`src/rtl/grf_write_demux.sv`:
```
// grf_write_demux: MIPS general register file built around a write-port demultiplexer.
//
// Purpose:
//   One write port decodes a destination index into one-hot write enables. Register 0 is
//   hardwired to zero. Two independent combinational read ports can optionally bypass
//   same-cycle write data. A registered trace reports every committed write.
//
// Ports:
//   clk       in   rising-edge clock
//   reset_n   in   asynchronous active-low reset; clears registers and trace outputs
//   we        in   write enable
//   wa        in   write index (demux select)
//   wd        in   write data
//   ra1, ra2  in   read indices
//   rd1, rd2  out  combinational read data
//   wb_valid  out  one-cycle pulse after a committed write
//   wb_addr   out  index of the last committed write
//   wb_data   out  data of the last committed write

module grf_write_demux #(
   parameter int unsigned DATA_W = 32,
   parameter int unsigned ADDR_W = 5,
   parameter bit          BYPASS = 1'b1
) (
   input  logic              clk,
   input  logic              reset_n,
   input  logic              we,
   input  logic [ADDR_W-1:0] wa,
   input  logic [DATA_W-1:0] wd,
   input  logic [ADDR_W-1:0] ra1,
   input  logic [ADDR_W-1:0] ra2,
   output logic [DATA_W-1:0] rd1,
   output logic [DATA_W-1:0] rd2,
   output logic              wb_valid,
   output logic [ADDR_W-1:0] wb_addr,
   output logic [DATA_W-1:0] wb_data
);

   localparam int unsigned NumRegs = 2 ** ADDR_W;

   logic [NumRegs-1:0] wr_en;
   logic               commit;

   logic [DATA_W-1:0]  regs_q [NumRegs];
   logic [DATA_W-1:0]  regs_d [NumRegs];

   logic               wb_valid_q, wb_valid_d;
   logic [ADDR_W-1:0]  wb_addr_q,  wb_addr_d;
   logic [DATA_W-1:0]  wb_data_q,  wb_data_d;

   // Write demux: one-hot decode of wa qualified by we; index 0 never enabled.
   always_comb begin
      wr_en     = '0;
      wr_en[wa] = we;
      wr_en[0]  = 1'b0;
   end

   assign commit = |wr_en;

   always_comb begin
      for (int i = 0; i < NumRegs; i++) begin
         regs_d[i] = wr_en[i] ? wd : regs_q[i];
      end
      regs_d[0] = '0;
   end

   // Trace address/data hold their last committed values between writes.
   always_comb begin
      wb_valid_d = commit;
      wb_addr_d  = commit ? wa : wb_addr_q;
      wb_data_d  = commit ? wd : wb_data_q;
   end

   always_ff @(posedge clk or negedge reset_n) begin
      if (!reset_n) begin
         for (int i = 0; i < NumRegs; i++) begin
            regs_q[i] <= '0;
         end
         wb_valid_q <= 1'b0;
         wb_addr_q  <= '0;
         wb_data_q  <= '0;
      end else begin
         for (int i = 0; i < NumRegs; i++) begin
            regs_q[i] <= regs_d[i];
         end
         wb_valid_q <= wb_valid_d;
         wb_addr_q  <= wb_addr_d;
         wb_data_q  <= wb_data_d;
      end
   end

   // Bypass is gated by reset_n so that every read returns 0 while reset is held,
   // even if a write is being presented.
   always_comb begin
      rd1 = regs_q[ra1];
      if (BYPASS && reset_n && we && (wa == ra1)) begin
         rd1 = wd;
      end
      if (ra1 == '0) begin
         rd1 = '0;
      end
   end

   always_comb begin
      rd2 = regs_q[ra2];
      if (BYPASS && reset_n && we && (wa == ra2)) begin
         rd2 = wd;
      end
      if (ra2 == '0) begin
         rd2 = '0;
      end
   end

   assign wb_valid = wb_valid_q;
   assign wb_addr  = wb_addr_q;
   assign wb_data  = wb_data_q;

endmodule

```
`config.mk`:
```
export PLATFORM = sky130hd
export DESIGN_NAME = grf_write_demux
export DESIGN_NICKNAME = d
export VERILOG_FILES = /design/src/rtl/grf_write_demux.sv
export SDC_FILE = /design/constraint.sdc
export NUM_CORES = 2
export LEC_CHECK = 0
export ABC_AREA = 1
export CAP_MARGIN = 0
export CELL_PAD_IN_SITES_DETAIL_PLACEMENT = 0
export CELL_PAD_IN_SITES_GLOBAL_PLACEMENT = 2
export CORE_ASPECT_RATIO = 0.7
export CORE_MARGIN = 4
export CORE_UTILIZATION = 39
export CTS_CLUSTER_DIAMETER = 60
export DETAILED_ROUTE_END_ITERATION = 8
export PLACE_DENSITY_LB_ADDON = 0.15
export RECOVER_POWER = 50
export SYNTH_ARGS = -nofsm -noshare
export SYNTH_HDL_FRONTEND = slang
export SYNTH_SLANG_ARGS = --single-unit
```
`constraint.sdc`:
```
create_clock -name clk -period 6.6 [get_ports clk]
set_input_delay 1.32 -clock clk [delete_from_list [all_inputs] [get_ports clk]]
set_output_delay 1.32 -clock clk [all_outputs]
set_load 0.02 [all_outputs]
```
---- Yosys cells after proc, flatten, opt, wreduce, memory -nomap -nowiden ----
Index checks and enable logic that the tools add are counted.
operators by class
  magnitude comparators ................... 4
  eq/ne operators ......................... 2
  muxes and demuxes ....................... 12
  bitwise operators ....................... 3
  reductions and logical operators ........ 7
operators with widths
  cell                                                 number
  binary-select mux 32 bit (select 5 bit)              2
  two-way mux 32 bit                                   8
  AND 32 bit                                           1
  OR reduction 31 bit                                  1
  >= comparator 6 bit, second input constant           2
  inverter 5 -> 6 bit                                  2
  == test 5 bit                                        2
  zero test 5 bit                                      2
  < comparator 5 x 6 -> 1 bit, second input constant   1
  demux 1 bit (select 5 bit)                           1
  >= comparator 5 x 1 -> 1 bit, second input constant  1
  logical AND 1 bit                                    4
  two-way mux 1 bit                                    1
word-level totals
  register bits ........................... 1030
  input port bits ......................... 50
  output and inout bits ................... 102
  logic and storage cells ................. 62

---- Depth between registers and ports, before layout ----
  depth after elaboration ................. 6
  depth in mapped cells ................... 14
  gate-level depth less buffers ........... 11

---- Worst setup path before layout ----
Ideal clock, no wire load.
  path kind ............................... input to output
  start point ............................. input ra1[0]
  end point ............................... output rd1[10]
  arrival time ............................ 2.833 ns
  slack ................................... 2.447 ns
  stages .................................. 9
  path buffers ............................ 4
  cell sequence ........................... buf_2 buf_2 o22ai_1 nor2_1 nand3_1 buf_2 clkbuf_1 nand3_1 a21oi_1
between the ends
  cells in the longest elaborated chain, start to end .. 6
ends and longest elaborated chain
  element                                                 line  RTL
  from (decl)                                             30    input logic [ADDR_W-1:0] ra1,
  inverter 5 -> 6 bit (not written as such)               95    rd1 = regs_q[ra1];
  binary-select mux 32 bit (select 5 bit)                 95
  two-way mux 32 bit (not written as such) (2 in series)  95
  two-way mux 32 bit                                      96    if (BYPASS && reset_n && we && (wa == ra1)) begin
  two-way mux 32 bit *                                    99    if (ra1 == '0) begin
  to (decl)                                               32    output logic [DATA_W-1:0] rd1,
Mark *: on every way between the ends. The rest lies on a longest branch, timed or not. The select of a mux whose other input is x is not followed.

---- Worst setup path after layout ----
  start point ............................. input wa[4]
  end point ............................... output rd2[7]
between the ends
  cells in the longest elaborated chain, start to end .. 4
ends and longest elaborated chain
  element             line  RTL
  from (decl)         28    input logic [ADDR_W-1:0] wa,
  == test 5 bit       106   if (BYPASS && reset_n && we && (wa == ra2)) begin
  logical AND 1 bit   106
  two-way mux 32 bit  106
  two-way mux 32 bit  109   if (ra2 == '0) begin
  to (decl)           33    output logic [DATA_W-1:0] rd2,
Every way passes these cells.

==> results.toml <==
[sta]
min_period_ps = 6390
finalClockSkew_ps = 0
finalCritPeriodShare = 0.969
hold_viol_final = 0
tightest_slew_ps = 3760
slew_viol_final = 993
tns_ps = 0
setup_viol = 0
timing.slew.headroom = -1.51
rsz0062_at_grt = "no"
clock.fmax_mhz = 156
fin_hold_ws_ps = 443

[layout]
final_nets = 7886
num-fill-cells = 14825
multi_input_area_um2 = 26500
finalInstanceArea_um2 = 63700
stdcell_count = 9831
final_util = 0.444
regArea_um2 = 25800
final_layout_size_suffix_gt1_frac = 0.0561
area_growth_pct = 12.6

[worst_setup_path]
worstPathRequired_ps = 5280
endpoint_kind = "primary output"
crit_family = "simple AND/OR/NAND/NOR gates"
crit_type = "primary input to primary output"
slowest_stage = "dlygate4sd3_1"
path_buf_inv = 3
arrival_ps = 5070
max_stage_delay_ps = 920
cp_max_fo = 54
worstSetupStartpointType = "primary input"
worstPathCellList = "dlygate4sd3_1, o22ai_1, a21oi_1, nand3_4, nand3_1, nand2_1, inv_1, clkdlybuf4s50_1"

[detailed_routing]
via_count = 57291
viasPerCell = 5.83
drtPass1Iterations = 6
drc = 0
wl_um = 274000
drtIter0Drc = 7513
ant_nets = 0
avgRoutedWirePerCell_um = 27.8

[global_routing]
antenna_found_initial = 16
grt_pass1_wl_um = 395000
grt.total_usage = 0.353
overflow = 0
grt_max_degree = 163
grt_pass1_vias = 53373

[clocking]
cts_tree = "done"
cts_hold_buf = 0
postCtsSetupBuffers = 0
cts_buffer_depth = 3
htreeDepth = 3
cts.sinks = 1030
cts_resized = 0
root_buffer = "clkbuf_16"
clk_latency_ps = 750
clk_pin_slew_ps = 60
cts_made_buffers = 117

[logic_synthesis]
synthDistinctLibCells = 27
synthXorXnorAreaFrac = 0.000309
yosys.area.top_type = "dfrtp_1"
netlist_instances = 8086
synth-seq-area-share = 0.455
synth_flop_cell = "dfrtp_1"
yosys_register_bits = 1030
synthArstFlopShare = 1.00
synth_warnings = 0
muxShareOfSynthArea = 0
synthSimpleGateAreaFrac = 0.272
synth_top_family_by_area = "simple AND/OR/NAND/NOR gates"
syn_area_um2 = 56600
syn_avg_cell_area_um2 = 7.00
synthAdderAreaFrac = 0
yosys.area.top_type_share = 0.455
synth_most_common_cell = "nand2_1"
synth_compound_area_frac = 0.193
synth_edf_count = 0
synth_area_leaders = "dfrtp_1, nand2_1, o21ai_0"
synth_common_cells = "nand2_1, o21ai_0, dfrtp_1, nor2_1, nand3_1"
syn_nets = 8136

[placement]
gp_congestion = 0.852
port_buffers = 151
dpl.hpwl_um = 155000
placedCellCount = 9605
dpl_cell_area_um2 = 59900

[power_and_ir_drop]
power_density_nw_per_um2 = 300
power.leakage_nw = 29.3
ir_drop_v = 0.000236

[floorplanning]
dieWidth_um = 463
row_count = 116
start_util = 0.395
dieArea_um2 = 151000
die_height_um = 327
ios = 152
coreArea_um2 = 144000

[outcome]
violations = "capacitance limit, slew limit"
status = "finished with violations"

[min_path]
hold_class = "primary input to asynchronous set/reset pin"

[job]
drv_cap = 21
==> power by group <==
group | leakage [nW] | switching [mW] | internal (mW) | total (mW)
logic | 14.3 | 2.55 | 1.30 | 3.85
registers | 13.1 | 0.856 | 7.52 | 8.37
clock network | 1.95 | 2.92 | 3.99 | 6.91
total | 29.3 | 6.33 | 12.8 | 19.1
==> cell usage in the layout (no fill, tap or decap), types with 3 or more instances in the layout <==
cell type / count
nand2_1: 2456
o21ai_0: 1311
dfrtp_1: 1030
nor2_1: 688
nand3_1: 546
inv_1: 473
a21oi_1: 449
o211ai_1: 244
clkbuf_16: 120
buf_4: 117
clkdlybuf4s50_1: 86
nand4_1: 62
buf_12: 47
dlygate4sd3_1: 41
clkbuf_1: 40
or2_2: 36
clkbuf_8: 31
a31oi_1: 24
nand2_4: 17
clkinv_2: 16
o21ai_1: 16
nor3_1: 15
diode_2: 9
inv_2: 8
bufinv_16: 8
inv_6: 7
clkbuf_2: 6
nor2_4: 5
o22ai_1: 5
buf_8: 5
inv_8: 3
nand2_2: 3
==> state kept, by name, indices dropped and copies added (netlist names) <==
register,count
wb_valid,1
regs_q,992
wb_addr,5
wb_data,32
==> per-layer routing <==
metal  vias to the layer above  track usage  part of all wire
li1                      25888            -                 -
met1                     27875        0.502              0.44
met2                      2962        0.527              0.42
met3                       564       0.0722             0.093
met4                         2        0.140             0.046
met5                         -            0          0.000047
==> cell families after synthesis <==
kind of cell	after synthesis
xor gates and xnor gates	2
and+or+nand+nor	3835
DFF	1030
AOI/OAI and AO/OA	2050
buffers and inverters	1169
==> worst reg2reg max path: cells and delay by family (launching register included) <==
kind | cells | cell delay, ps
flops | 1 | 410
compound gates | 1 | 180
simple gates | 1 | 80
==> stage by stage <==
step | worst slack [ps] | power (mW)
5_1_grt | 136 | 20.1
3_3_place_gp | 402 | 12.2
4_1_cts | 326 | 19.1
2_1_floorplan | 2450 | 10.7
3_5_place_dp | 317 | 12.2
6_report | 208 | 19.1
==> worst paths after layout <==
check / cells past startpoint / from / slack [ps] / to
worst min-delay path: 1 / reset_n / 440 / regs_q[516]
worst min register to register: 2 / regs_q[312] / 480 / regs_q[312]
worst max-delay path: 8 / wa[4] / 210 / rd2[7]
max in group asynchronous: 5 / reset_n / 1080 / regs_q[736]
min in group clk: 2 / regs_q[312] / 480 / regs_q[312]
worst max register to register: 2 / regs_q[28] / 5630 / regs_q[28]
==> layout make-up <==
cell class | count | area share
clock inverters | 33 | 0.00642
well taps | 1888 | 0.0371
clock buffers | 184 | 0.0557
flip-flops and latches | 1030 | 0.404
inverters | 489 | 0.0293
multi-input cells | 5887 | 0.416
repair buffers | 311 | 0.0507
diodes | 9 | 0.000353
(Power assumes the default switching activity.)
==> patch: new RTL, same flow settings <==
`wb_data_q` no longer has a reset.
--- a/src/rtl/grf_write_demux.sv
+++ b/src/rtl/grf_write_demux.sv
@@ -80,3 +80,2 @@
          wb_addr_q  <= '0;
-         wb_data_q  <= '0;
       end else begin
@@ -87,4 +86,7 @@
          wb_addr_q  <= wb_addr_d;
-         wb_data_q  <= wb_data_d;
       end
+   end
+
+   always_ff @(posedge clk) begin
+      wb_data_q <= wb_data_d;
    end
Behaviour: not the same (Yosys sat finds a counterexample within 4 cycles, from zero or initial values and one cycle with reset_n low).
==> patch against the unedited design <==
Critical path depth shrank 1. Clock skew is the same. The run still ends with capacitance limit, slew limit left. Routed wire length shrank 2.1%. Largest cell class unchanged. Sequential cell count is the same. Synthesized area shrank 0.30%. Combinational power shrank 1%. Total power shrank 0.54%. Cell area shrank 0.34%. Synthesized cell count shrank 1.1%. Setup slack gained 0.33 ns. Count of clock-buffer cells in the layout shrank 12.
==> patch: results (changes against the unedited design) <==
The flow ran to the end, but the final reports show violations. The checks that failed: capacitance limit, slew limit. After synthesis, the most frequently instantiated cells are sky130_fd_sc_hd__nand2_1 (2430), sky130_fd_sc_hd__o21ai_0 (1302), sky130_fd_sc_hd__dfrtp_1 (998).

The detailed-routing iteration count for the pre-antenna-repair pass came out at 7 (+1). The number of slew-limit violations in the final report is 562 (-43%), and the average cell area after synthesis is 7.06 µm² (+0.79%). The logs give 15000 (+0.87%) for the layout filler cell count and 0.636 ns (+0.319 ns) for the pre-CTS setup slack. The final net count was 7822 (-0.81%).

The kind of capture point of the worst setup path is a register. Switching share of power: 33.0% (-0.080 points). The combinational-cell power consumption came out at 3800 µW (-1%). In this design, the largest share of critical-path delay is due to buffers and inverters. The met3 layer wire length in the routed design is 22.9 mm (-10%). The uppermost signal routing layer after detailed routing is met4. For the number of global-route vias before repair, the log shows 52500 (-1.7%). The met2 routing resource usage after global routing is 53.3% (+0.64 points), and the count of unique library cells instantiated by Yosys is 29 (+7.4%). The average via count per standard cell was 5.78 (-0.73%); the met1 layer usage reported by global route was 49.4% (-0.79 points).

Among all stages on the critical path, the largest delay is contributed by sky130_fd_sc_hd__clkbuf_1. The number of max-cap violations is 16 (-24%), and the arrival time of the worst setup path is 6.52 ns (+1.45 ns). The number of enable-type register cells in the synthesized netlist is 32 (+32), and the routed metal-1 wirelength is 118 mm (-1.8%). For the global-route track usage on met3, the log shows 6.04% (-1.2 points). The tools report the cell count after placement as 9540 (-0.68%).

After synthesis, the cell types taking the most area are sky130_fd_sc_hd__dfrtp_1 (44%), sky130_fd_sc_hd__nand2_1 (16%), sky130_fd_sc_hd__o21ai_0 (12%). The maximum fanout encountered on the critical timing path works out to 52 (-3.7%). The maximum number of pins on one net before global-route repair was 153 (-6.1%); the post-synthesis share of cell area spent on xor and xnor gates was 0.0310% (+0.000092 points). The placed standard-cell area was 59800 µm² (-0.24%). The worst IR drop on VDD is 0.225 mV (-4.5%), and the post-synthesis compound-gate area fraction is 19.1% (-0.18 points). The run gives 34.7% (-0.63 points) as the aggregate global-route resource usage.
-- patch: changes by cell type in the layout (fill, tap and decap cells not counted), sizes merged, moves of 8 or more --
cell           unedited run  this run
buf                     171       163
clkbuf                  197       187
clkdlybuf4s50            86        65
dfrtp                  1030       998
dlygate4sd3              41        67
edfxtp                    0        32
nand2                  2476      2438
o21ai                  1327      1305
-- patch: path summary, 6_finish.rpt --
kind,start,endpoint,slack (ns),depth (start not counted)
setup / recovery,wa[3],regs_q[254],0.53,7
hold / removal,reset_n,regs_q[498],0.40,1
setup reg to reg,regs_q[254],regs_q[254],5.65,2
hold reg to reg,regs_q[290],regs_q[290],0.49,2
max in group asynchronous,reset_n,wb_valid,1.31,4
min in group clk,regs_q[290],regs_q[290],0.49,2
-- patch: final cells by class --
cell class              instances  area share, %
repair buffers                310           5.02
flip-flops and latches       1030           40.8
multi-input cells            5818           41.3
well taps                    1888           3.72
clock buffers                 172           5.35
diodes                          5         0.0197
clock inverters                44          0.802
inverters                     494           2.97
